`src/rtl/rr_arbiter8.sv`:
```
`default_nettype none
// ============================================================================
// Module      : rr_arbiter8
// Description : Eight-requester round-robin arbiter with a registered one-hot
//               grant, an encoded grant index and a grant-hold limit.
//               The grant is held while its owner keeps requesting, for at
//               most HOLD_MAX cycles (0 = unlimited), then handed over.
// Revision    : 1.0 - initial release
// ============================================================================
module rr_arbiter8 #(
    parameter int HOLD_MAX = 16
) (
    input  logic       clk,
    input  logic       rst_n,
    input  logic       en,
    input  logic [7:0] req,
    output logic [7:0] gnt,
    output logic [2:0] gnt_id,
    output logic       gnt_valid,
    output logic       expired
);

    typedef enum logic [0:0] {
        S_IDLE = 1'b0,
        S_BUSY = 1'b1
    } state_t;

    // Value of the hold counter on the last cycle a grant may be held.
    localparam logic [7:0] c_HOLD_LAST = (HOLD_MAX == 0) ? 8'd0 : 8'(HOLD_MAX - 1);
    localparam logic       c_HOLD_ON   = (HOLD_MAX != 0);

    state_t     r_state;
    logic [2:0] r_ptr;
    logic [7:0] r_hold_cnt;
    logic [7:0] r_gnt;
    logic [2:0] r_gnt_id;
    logic       r_gnt_valid;
    logic       r_expired;

    state_t     w_state_nx;
    logic [2:0] w_ptr_nx;
    logic [7:0] w_hold_nx;
    logic [7:0] w_gnt_nx;
    logic [2:0] w_gnt_id_nx;
    logic       w_gnt_valid_nx;

    logic [2:0] w_base;
    logic [2:0] w_idx;
    logic [2:0] w_win;
    logic       w_found;
    logic       w_preempt;
    logic       w_release;

    // Preemption only applies when the owner is still asking for the grant;
    // a simultaneous voluntary drop counts as a voluntary release.
    assign w_preempt = (r_state == S_BUSY) && c_HOLD_ON && req[r_gnt_id]
                       && (r_hold_cnt == c_HOLD_LAST);
    assign w_release = (r_state == S_BUSY) && (!req[r_gnt_id] || w_preempt);

    // Round-robin search starting at the priority pointer; on a release the
    // pointer advances past the owner in the same edge, so search from there.
    always_comb begin
        w_base  = (r_state == S_BUSY) ? (r_gnt_id + 3'd1) : r_ptr;
        w_idx   = 3'd0;
        w_win   = 3'd0;
        w_found = 1'b0;
        for (int i = 7; i >= 0; i--) begin
            w_idx = w_base + 3'(i);
            if (req[w_idx]) begin
                w_found = 1'b1;
                w_win   = w_idx;
            end
        end
    end

    // Next-state and next-output logic.
    always_comb begin
        w_state_nx     = r_state;
        w_ptr_nx       = r_ptr;
        w_hold_nx      = r_hold_cnt;
        w_gnt_nx       = r_gnt;
        w_gnt_id_nx    = r_gnt_id;
        w_gnt_valid_nx = r_gnt_valid;
        case (r_state)
            S_IDLE: begin
                w_gnt_nx       = 8'h00;
                w_gnt_id_nx    = 3'd0;
                w_gnt_valid_nx = 1'b0;
                w_hold_nx      = 8'd0;
                if (en && w_found) begin
                    w_gnt_nx       = 8'h01 << w_win;
                    w_gnt_id_nx    = w_win;
                    w_gnt_valid_nx = 1'b1;
                    w_state_nx     = S_BUSY;
                end
            end
            S_BUSY: begin
                if (w_release) begin
                    w_ptr_nx  = r_gnt_id + 3'd1;
                    w_hold_nx = 8'd0;
                    if (en && w_found) begin
                        w_gnt_nx       = 8'h01 << w_win;
                        w_gnt_id_nx    = w_win;
                        w_gnt_valid_nx = 1'b1;
                    end else begin
                        w_gnt_nx       = 8'h00;
                        w_gnt_id_nx    = 3'd0;
                        w_gnt_valid_nx = 1'b0;
                        w_state_nx     = S_IDLE;
                    end
                end else if (r_hold_cnt != 8'hFF) begin
                    w_hold_nx = r_hold_cnt + 8'd1;
                end
            end
            default: begin
                w_state_nx     = S_IDLE;
                w_gnt_nx       = 8'h00;
                w_gnt_id_nx    = 3'd0;
                w_gnt_valid_nx = 1'b0;
                w_hold_nx      = 8'd0;
            end
        endcase
    end

    // State and output registers; reset clears everything immediately.
    always_ff @(posedge clk or negedge rst_n) begin
        if (!rst_n) begin
            r_state     <= S_IDLE;
            r_ptr       <= 3'd0;
            r_hold_cnt  <= 8'd0;
            r_gnt       <= 8'h00;
            r_gnt_id    <= 3'd0;
            r_gnt_valid <= 1'b0;
            r_expired   <= 1'b0;
        end else begin
            r_state     <= w_state_nx;
            r_ptr       <= w_ptr_nx;
            r_hold_cnt  <= w_hold_nx;
            r_gnt       <= w_gnt_nx;
            r_gnt_id    <= w_gnt_id_nx;
            r_gnt_valid <= w_gnt_valid_nx;
            r_expired   <= w_preempt;
        end
    end

    assign gnt       = r_gnt;
    assign gnt_id    = r_gnt_id;
    assign gnt_valid = r_gnt_valid;
    assign expired   = r_expired;

endmodule
`default_nettype wire
```
`config.mk`:
```
export PLATFORM = sky130hd
export DESIGN_NAME = rr_arbiter8
export DESIGN_NICKNAME = d
export VERILOG_FILES = /design/src/rtl/rr_arbiter8.sv
export SDC_FILE = /design/constraint.sdc
export NUM_CORES = 1
export LEC_CHECK = 0
export CORE_MARGIN = 5
export CORE_UTILIZATION = 55
export CTS_CLUSTER_DIAMETER = 100
export DETAILED_ROUTE_END_ITERATION = 7
export GPL_TIMING_DRIVEN = 0
export PLACE_DENSITY = 0.82
export SYNTH_ARGS = -nofsm -noshare
export SYNTH_HDL_FRONTEND = slang
export SYNTH_SLANG_ARGS = --single-unit
```
`constraint.sdc`:
```
create_clock -name clk -period 4.5 [get_ports clk]
set_clock_uncertainty 0.2 [all_clocks]
set_input_delay 0.9 -clock clk [delete_from_list [all_inputs] [get_ports clk]]
set_output_delay 0.9 -clock clk [all_outputs]
set_load 0.02 [all_outputs]
```
==> results.py <==
metrics = {
    "global_routing": {
        "grtUsageTotal": 0.218,
        "grt_pass1_vias": 2007,
        "antenna_found_initial": 0,
        "grt_remaining_overflow": 0,
        "grt_pass1_wl_um": 9400,
        "grt_max_degree": 26,
    },
    "power_and_ir_drop": {
        "power_leakage_uw": 0.00106,
        "power.density_nw_per_um2": 859,
        "max-vdd-ir-drop_mv": 0.420,
    },
    "cts": {
        "cts_buffer_depth": 2,
        "cts_tree": "yes",
        "insertion_delay_ns": 0.27,
        "h-tree-depth": 1,
        "cts-hold-fix-buffers": 0,
        "cts_buffers": 3,
        "clock-sinks": 25,
        "post-cts-setup-buffers": 0,
        "cts_root_buf": "clkbuf_8",
        "clkTransAtPathRegs_ns": 0.08,
        "cts_resized": 0,
    },
    "sta": {
        "maxSlewViolCount": 0,
        "setup_viol": 0,
        "tightest_slew_ns": 1.07,
        "max_freq_mhz": 276,
        "slew_headroom": 0.281,
        "setup_tns_ns": 0,
        "hold_ws_ns": 0.288,
        "timing.final.crit_period_ns": 3.62,
        "timing.final.crit_share": 0.804,
        "rsz0062_at_grt": "false",
        "final-hold-violation-count": 0,
    },
    "run_status": {
        "outcome": "finished clean",
    },
    "finish": {
        "diodes": 0,
        "syn_to_final_growth_pct": 15.1,
        "nFillCells": 353,
        "most-common-layout-cells": "nand2_1 (27), dfrtp_1 (25), clkdlybuf4s50_1 (23)",
        "drive_gt1_frac": 0.159,
        "nets": 292,
        "mostFrequentLayoutCell": "nand2_1",
    },
    "drt": {
        "vias": 2138,
        "remaining_drc_errors": 0,
        "routed_wl_um": 5400,
        "antenna_left": 0,
        "first_pass_iters": 5,
        "wl_per_cell_um": 16.5,
        "drt_iter0_drc": 183,
        "avgViaCountPerCell": 6.54,
    },
    "worst_setup_path": {
        "required_ns": 4.49,
        "start_kind": "register",
        "path_class": "reg -> reg",
        "r2r_cells": 13,
        "crit_path_end": "gnt[0]",
        "worst_setup_path_end_kind": "register",
        "cp.arrival_ns": 3.61,
        "r2r-end": "gnt[0]",
        "startpoint": "gnt_id[1]",
        "r2r-start": "gnt_id[1]",
        "critPathMaxFanout": 10,
        "r2r_slack_ns": 0.88,
    },
    "placed_design": {
        "place.gp.congestion": 0.921,
        "dp_hpwl_um": 4260,
        "portBuffers": 23,
    },
    "die": {
        "core_area_um2": 3970,
        "die_w_um": 73.9,
        "start_util": 0.566,
        "ioPinCount": 24,
        "die-area_um2": 5460,
        "rows": 23,
        "fp.dieH_um": 73.9,
    },
    "min_path": {
        "hp-class": "reg -> reg",
    },
    "synthesis": {
        "synth-seq-area-share": 0.279,
        "avgSynthCellArea_um2": 8.98,
        "syn_inst": 250,
        "syn-num-nets": 264,
        "synthArstFlopShare": 1.00,
        "ys_ff_latch": 25,
        "synthDistinctLibCells": 66,
        "synth-edff-count": 0,
        "synth_area_um2": 2250,
        "synthFlopType": "dfrtp_1",
        "yosysWarnings": 0,
    },
    "run": {
        "maxCapViolCount": 0,
    },
}
-- critical path: stages, from the launching register on --
cell and delay, ns:
dfrtp_1 0.48, ha_1 0.40, mux2i_4 0.21, inv_4 0.09, ha_1 0.28, buf_2 0.24, mux2_2 0.37, a21oi_1 0.21
o32a_1 0.18, a21boi_0 0.24, a221oi_2 0.08, a211oi_1 0.30, nand2_1 0.13, o21ai_1 0.13
-- power by group --
group	internal, uW	switching (uW)	leakage (uW)
Combinational	768	978	0.000696
Clock	62.0	69.7	0.0000255
Sequential	285	58.7	0.000334
-- routing by layer --
layer  wire length (um)  vias to the layer above  global-route usage
li1                   -                     1014                   -
met1               2350                      982               0.300
met2               2440                      126               0.347
met3                445                       16              0.0178
met4                167                        0              0.0986
met5                  0                        -                   0
-- Yosys cell counts, drive strengths merged, types with 2 or more instances --
library cell,number,area [um2]
dfrtp,25,626
nand3,22,110
nor2b,3,21.3
nor3,6,30.0
a21o,3,31.3
mux2,6,71.3
or3,2,17.5
nand2b,5,46.3
a31oi,4,25.0
o21ai,25,125
nor2,12,61.3
a21oi,13,68.8
inv,4,20.0
o211ai,3,22.5
clkbuf,3,11.3
and3,5,31.3
a211oi,6,45.0
ha,3,37.5
a211o,4,35.0
and2,6,37.5
mux2i,9,106
o21ba,2,20.0
xnor2,3,45.1
xor2,3,26.3
a32oi,3,33.8
a21boi,5,37.5
nor4,2,12.5
o221ai,2,23.8
buf,9,76.3
o22ai,2,12.5
nand4,4,25.0
or4,2,18.8
nand2,27,101
mux4,5,116
-- through the flow --
| stage | std cells | setup slack (ns) | util | area, um2 | power, uW |
|---|---|---|---|---|---|
| 4_1_cts | 327 | 0.911 | 0.651 | 2580 | 2210 |
| 3_3_place_gp | 323 | 0.945 | 0.639 | 2540 | 2040 |
| 3_5_place_dp | 323 | 0.919 | 0.639 | 2540 | 2070 |
| 5_1_grt | 327 | 0.593 | 0.651 | 2580 | 2410 |
| 6_report | 327 | 0.880 | 0.651 | 2580 | 2220 |
| 2_1_floorplan | 250 | 1.26 | - | 2250 | 1700 |
-- registers in the layout, summed over array words and instances, names as in the netlist --
name        cells
gnt_id          3
r_state         1
expired         1
r_hold_cnt      8
r_ptr           3
gnt             8
gnt_valid       1
-- area by class of cell --
type / count / area, um2 / area share
clock inverters: 1 / 5.00 / 0.00194
well taps: 50 / 62.6 / 0.0242
multi-input cells: 209 / 1510 / 0.585
repair buffers: 23 / 230 / 0.0891
clock buffers: 3 / 41.3 / 0.0160
flip-flops and latches: 25 / 626 / 0.242
plain buffers: 12 / 87.6 / 0.0339
inverters: 4 / 20.0 / 0.00774
-- how the worst min path moves through the flow --
stage | startpoint | slack, ns | depth (start not counted) | to
finish | gnt_valid | 0.29 | 2 | gnt_valid
global route | gnt_valid | 0.33 | 2 | gnt_valid
CTS | gnt[3] | 0.30 | 2 | gnt[3]
detailed placement | gnt_valid | 0.28 | 2 | gnt_valid
global placement | gnt_valid | 0.26 | 2 | gnt_valid
floorplan | r_ptr[2] | 0.27 | 1 | r_ptr[2]
-- kinds of logic after synthesis --
logic type	after synthesis	synth area share
simple gates	99	0.239
compound gates	81	0.255
flops	25	0.279
mux	20	0.131
buf+inv	16	0.0479
xor+xnor	6	0.0318
fa+ha+maj	3	0.0167
Note: power is estimated with default switching activity, not from simulation.
